**src/rtl/sel_arbiter_pkg.sv**
```systemverilog
// Shared types and constants for the two-requester select arbiter.
package sel_arbiter_pkg;

    // Arbiter phase: idle, holding a grant for A or B, or blanking between grants
    typedef enum logic [1:0] {
        StIdle,
        StHoldA,
        StHoldB,
        StGuard
    } sel_state_t;

    // Mux select encoding seen by the downstream datapath
    localparam logic SEL_A = 1'b1;
    localparam logic SEL_B = 1'b0;

    // Width of the shared hold/guard counter
    localparam int unsigned SEL_CNT_W = 8;

endpackage : sel_arbiter_pkg

```
**src/rtl/sel_arbiter.sv**
```systemverilog
// Two-requester select arbiter driving a datapath mux select (1 = A, 0 = B).
// Enforces a minimum hold per grant and a blanking guard interval on every
// switch so the mux settles before the new grant is issued.
// Optional checks: define SEL_ARBITER_ASSERT_EN to compile in invariant assertions.
module sel_arbiter
    import sel_arbiter_pkg::*;
#(
    parameter int unsigned HOLD_MIN = 4,
    parameter int unsigned GUARD    = 2
) (
    input  logic i_clk,
    input  logic i_rst,
    input  logic i_req_a,
    input  logic i_req_b,
    output logic o_sel,
    output logic o_gnt_a,
    output logic o_gnt_b,
    output logic o_busy
);

    localparam logic [SEL_CNT_W-1:0] HOLD_CNT   = SEL_CNT_W'(HOLD_MIN);
    localparam logic [SEL_CNT_W-1:0] GUARD_LAST = SEL_CNT_W'(GUARD - 1);

    sel_state_t           state_q, state_d;
    logic [SEL_CNT_W-1:0] cnt_q, cnt_d;
    logic                 tgt_q, tgt_d;
    logic                 sel_q, sel_d;
    logic                 gnt_a_q, gnt_a_d;
    logic                 gnt_b_q, gnt_b_d;
    logic                 busy_q, busy_d;

    logic                 own_is_a;
    logic                 req_own;
    logic                 req_oth;
    logic                 req_tgt;
    logic                 do_switch;
    logic [SEL_CNT_W-1:0] cnt_inc;

    // Next-state and next-output decode
    always_comb begin
        state_d   = state_q;
        cnt_d     = cnt_q;
        tgt_d     = tgt_q;
        sel_d     = sel_q;
        gnt_a_d   = gnt_a_q;
        gnt_b_d   = gnt_b_q;
        busy_d    = busy_q;
        own_is_a  = (state_q == StHoldA);
        req_own   = own_is_a ? i_req_a : i_req_b;
        req_oth   = own_is_a ? i_req_b : i_req_a;
        req_tgt   = (tgt_q == SEL_A) ? i_req_a : i_req_b;
        do_switch = 1'b0;
        // Count includes the current cycle, so preemption lands HOLD_MIN edges after the grant
        cnt_inc   = (cnt_q >= HOLD_CNT) ? HOLD_CNT : cnt_q + 1'b1;

        unique case (state_q)
            StIdle: begin
                if (i_req_a) begin
                    state_d = StHoldA;
                    sel_d   = SEL_A;
                    gnt_a_d = 1'b1;
                    cnt_d   = '0;
                end else if (i_req_b) begin
                    state_d = StHoldB;
                    sel_d   = SEL_B;
                    gnt_b_d = 1'b1;
                    cnt_d   = '0;
                end
            end

            StHoldA, StHoldB: begin
                cnt_d = cnt_inc;
                if (!req_own && req_oth) begin
                    do_switch = 1'b1;
                end else if (!req_own) begin
                    state_d = StIdle;
                    gnt_a_d = 1'b0;
                    gnt_b_d = 1'b0;
                    cnt_d   = '0;
                end else if (req_oth && (cnt_inc >= HOLD_CNT)) begin
                    do_switch = 1'b1;
                end

                // Select moves to the new owner at the start of blanking, not at grant time
                if (do_switch) begin
                    state_d = StGuard;
                    gnt_a_d = 1'b0;
                    gnt_b_d = 1'b0;
                    busy_d  = 1'b1;
                    sel_d   = own_is_a ? SEL_B : SEL_A;
                    tgt_d   = own_is_a ? SEL_B : SEL_A;
                    cnt_d   = '0;
                end
            end

            StGuard: begin
                cnt_d = cnt_q + 1'b1;
                if (cnt_q == GUARD_LAST) begin
                    busy_d = 1'b0;
                    cnt_d  = '0;
                    if (req_tgt) begin
                        state_d = (tgt_q == SEL_A) ? StHoldA : StHoldB;
                        gnt_a_d = (tgt_q == SEL_A);
                        gnt_b_d = (tgt_q == SEL_B);
                    end else begin
                        state_d = StIdle;
                    end
                end
            end

            default: begin
                state_d = StIdle;
            end
        endcase

`ifdef SEL_ARBITER_ASSERT_EN
        sel_known: assert final (^sel_q !== 1'bx)
            else $error("sel_arbiter: o_sel is X");
        gnt_onehot: assert final (!(gnt_a_q && gnt_b_q))
            else $error("sel_arbiter: both grants high");
        gnt_busy: assert final (!(busy_q && (gnt_a_q || gnt_b_q)))
            else $error("sel_arbiter: grant high during guard");
        gnt_sel: assert final ((!gnt_a_q || sel_q == SEL_A) && (!gnt_b_q || sel_q == SEL_B))
            else $error("sel_arbiter: select disagrees with grant");
`endif
    end

    // State, counter and registered outputs; reset applies immediately
    always_ff @(posedge i_clk or posedge i_rst) begin
        if (i_rst) begin
            state_q <= StIdle;
            cnt_q   <= '0;
            tgt_q   <= SEL_B;
            sel_q   <= SEL_B;
            gnt_a_q <= 1'b0;
            gnt_b_q <= 1'b0;
            busy_q  <= 1'b0;
        end else begin
            state_q <= state_d;
            cnt_q   <= cnt_d;
            tgt_q   <= tgt_d;
            sel_q   <= sel_d;
            gnt_a_q <= gnt_a_d;
            gnt_b_q <= gnt_b_d;
            busy_q  <= busy_d;
        end
    end

    assign o_sel   = sel_q;
    assign o_gnt_a = gnt_a_q;
    assign o_gnt_b = gnt_b_q;
    assign o_busy  = busy_q;

endmodule : sel_arbiter

```
**config.mk**
```make
export PLATFORM = sky130hd
export DESIGN_NAME = sel_arbiter
export DESIGN_NICKNAME = d
export VERILOG_FILES = /design/src/rtl/sel_arbiter_pkg.sv /design/src/rtl/sel_arbiter.sv
export SDC_FILE = /design/constraint.sdc
export NUM_CORES = 1
export LEC_CHECK = 0
export ABC_AREA = 1
export CAP_MARGIN = 0
export CORE_AREA = 5 5 43 81
export DETAILED_ROUTE_END_ITERATION = 10
export DIE_AREA = 0 0 48 86
export GPL_TIMING_DRIVEN = 0
export MAX_ROUTING_LAYER = met4
export SLEW_MARGIN = 30
export SYNTH_ARGS = -nofsm -noshare
export SYNTH_HDL_FRONTEND = slang
export SYNTH_SLANG_ARGS = --single-unit
```
**constraint.sdc**
```tcl
create_clock -name i_clk -period 4.55 [get_ports i_clk]
set_input_delay 0.91 -clock i_clk [delete_from_list [all_inputs] [get_ports i_clk]]
set_output_delay 0.91 -clock i_clk [all_outputs]
set_load 0.1 [all_outputs]
```
==> flow_metrics.py <==
metrics = {
    "critical_path": {
        "crit_type": "flip-flop to output port",
        "r2r_cells": 8,
        "cp-start-kind": "flip-flop",
        "crit_start": "o_gnt_a",
        "r2r-end": "cnt_q[1]",
        "worst-path-max-fanout": 2,
        "cp_cell_sequence": "clkdlybuf4s50_1",
        "slowest_delay_ns": 1.14,
        "cp_top_family": "buffers and inverters",
        "crit_slowest_cell": "clkdlybuf4s50_1",
        "crit_buf_inv": 1,
        "r2r_slack_ns": 2.86,
        "r2r-start": "state_q[0]",
        "end_kind": "output port",
        "cp.required_ns": 3.64,
        "cp.arrival_ns": 1.74,
    },
    "power": {
        "p_sw_share_pct": 53.5,
        "power_mw": 0.851,
        "peakVddDrop_v": 0.000366,
        "internal_power_mw": 0.396,
        "p_switching_mw": 0.455,
        "p_leak_nw": 0.596,
        "power_frac_seq_pct": 24.2,
        "pwr-share-clk_pct": 12.8,
        "p_per_area_mw_per_mm2": 709,
        "combPwrFrac_pct": 63.0,
    },
    "clocking": {
        "clk_latency_ns": 0.25,
        "clockBufferDepth": 2,
        "htree_levels": 1,
        "clk_pin_slew_ns": 0.06,
        "cts-root-buf": "clkbuf_8",
        "tritoncts": "yes",
        "numCtsBuffers": 3,
        "cts_resized": 0,
        "cts_sinks": 15,
        "post-cts-setup-buffer-count": 0,
        "cts_hold_buf": 0,
    },
    "die": {
        "rows": 27,
        "core_mm2": 0.00277,
        "initial_core_util_pct": 37.9,
        "fp.dieH_um": 86,
        "die_area_mm2": 0.00413,
        "chipWidth_um": 48,
        "ios": 8,
    },
    "place": {
        "io_buffers": 7,
        "place.gp.congestion": 0.795,
        "pre_cts_slack_ns": 2.05,
        "dpl_cell_area_mm2": 0.00116,
        "dp_hpwl_mm": 1.92,
    },
    "timing": {
        "maxSlewHeadroom_pct": 34.8,
        "maxSlewViolCount": 0,
        "tns_ns": 0,
        "grt_setup_unrepaired": "no",
        "tightest_slew_ns": 0.975,
        "setup-violations-final": 0,
        "fmax_mhz": 377,
        "hold-worst-slack_ns": 0.495,
        "setup_slack_ns": 1.90,
        "finalHoldViolCount": 0,
        "skew_ns": 0.000915,
        "period_share_pct": 58.3,
        "finalCriticalPeriod_ns": 2.65,
    },
    "global_routing": {
        "track_usage_pct": 13.2,
        "grt_max_degree": 16,
        "antenna_found_initial": 0,
        "grt_pass1_vias": 900,
        "grt_pass1_wl_mm": 3.84,
        "grt_overflow": 0,
    },
    "yosys": {
        "synth_top_family_by_area": "simple AND/OR/NAND/NOR gates",
        "yosys.area_share.simple_pct": 30.3,
        "synth-compound-area-share_pct": 14.3,
        "synthAdderAreaFrac_pct": 8.34,
        "ys_warn_count": 0,
        "synth_xor_area_share_pct": 3.34,
        "ys_seq_elements": 15,
        "syn_inst": 143,
        "synth_cell_types": 24,
        "syn_nets": 154,
        "netlist_area_mm2": 0.00105,
        "synthMuxAreaShare_pct": 0,
        "syn_area_per_cell_um2": 7.34,
        "ys_seq_area_share_pct": 35.8,
    },
    "outcome": {
        "status": "finished, final reports clean",
    },
    "layout": {
        "antenna_cells": 0,
        "fill_cells": 292,
        "design_area_mm2": 0.00120,
        "area_growth_pct": 14.4,
        "drive_gt1_share_pct": 9.09,
        "final_nets": 166,
    },
    "min_path": {
        "min_path_type": "flip-flop to flip-flop",
        "worstHoldEndpoint": "o_sel",
        "hold_start": "o_sel",
        "min_path_cells": 2,
    },
    "detailed_routing": {
        "routed_via_density": 4.98,
        "drtAntennaViolNets": 0,
        "vias": 911,
        "first_iter_violations": 28,
        "firstDrtPassIters": 3,
        "wl_per_cell_um": 12.6,
        "drc": 0,
        "routed_wl_mm": 2.31,
    },
    "job": {
        "max_cap_violations": 0,
    },
}
[registers in the layout, indices dropped and copies added, names as in the netlist]
name     flops
o_gnt_b      1
o_sel        1
o_busy       1
state_q      2
tgt_q        1
o_gnt_a      1
cnt_q        8
[metal layers]
layer  global-route usage (%)  up-vias  routed length, um
li1                         -      477                  -
met1                     11.5      423                817
met2                     25.2        6               1410
met3                     1.26        5                 35
met4                     5.88        0                 49
met5                        -        -                  0
[Yosys cell counts]
cell type  count  area [um^2]
o21ai_1        1         5.00
ha_1           7         87.6
nand4_1        1         6.26
nand2_4        1         11.3
o21ai_4        1         16.3
o21ai_0       11         55.1
o211ai_1       1         7.51
nor2_2         5         31.3
buf_2          1         5.00
nand3_1       13         65.1
a21oi_1        5         25.0
dfrtp_1       15          375
o22ai_1        1         6.26
o32ai_1        1         8.76
xnor2_1        2         17.5
nor3_1         1         5.00
xor2_1         2         17.5
o31ai_1        1         7.51
inv_2          1         3.75
nor2_4         1         11.3
inv_1         20         75.1
nor2_1         9         33.8
o21bai_4       1         18.8
nand2_1       41          154
[power groups by stage]
stage / Combinational (mW) / Sequential [mW] / Clock, mW
floorplan: 0.299 / 0.324 / 0
global placement: 0.537 / 0.208 / 0
detailed placement: 0.543 / 0.209 / 0
CTS: 0.545 / 0.207 / 0.110
global route: 0.591 / 0.212 / 0.115
finish: 0.536 / 0.206 / 0.109
[final cells by class]
cell class | count | area [um^2] | area share (%)
sequential | 15 | 375 | 31.3
inverter | 21 | 78.8 | 6.56
clock buffer | 4 | 45.0 | 3.75
timing repair buffer | 7 | 70.1 | 5.83
buffer | 1 | 5.00 | 0.417
tap | 29 | 36.3 | 3.02
multi-input combinational | 106 | 591 | 49.2
[metrics by stage]
step           std cells  util [%]
6_report             183      43.4
3_5_place_dp         179      41.7
4_1_cts              183      43.4
2_1_floorplan        143         -
3_3_place_gp         179      41.7
5_1_grt              183      43.4
[placed cells by master (no fill, tap or decap), types with 2 or more instances in the layout]
cell type / instances
a21oi_1: 5
clkbuf_8: 3
clkdlybuf4s50_1: 7
dfrtp_1: 15
ha_1: 7
inv_1: 20
nand2_1: 41
nand3_1: 13
nor2_1: 9
nor2_2: 5
o21ai_0: 11
xnor2_1: 2
xor2_1: 2
[worst max-delay path by stage]
| stage | slack [ns] | endpoint | depth (start not counted) |
|---|---|---|---|
| floorplan | 2.74 | o_busy | 0 |
| global placement | 2.06 | state_q[1] | 8 |
| detailed placement | 2.05 | state_q[1] | 8 |
| CTS | 1.88 | o_gnt_a | 1 |
| global route | 1.87 | o_gnt_a | 1 |
| finish | 1.90 | o_gnt_a | 1 |
[cell families after synthesis]
group | after synthesis
xor gates and xnor gates | 4
adders and majority gates | 7
buffers and inverters | 22
AOI/OAI and AO/OA | 23
DFF | 15
and+or+nand+nor | 72
(Power assumes the default switching activity.)
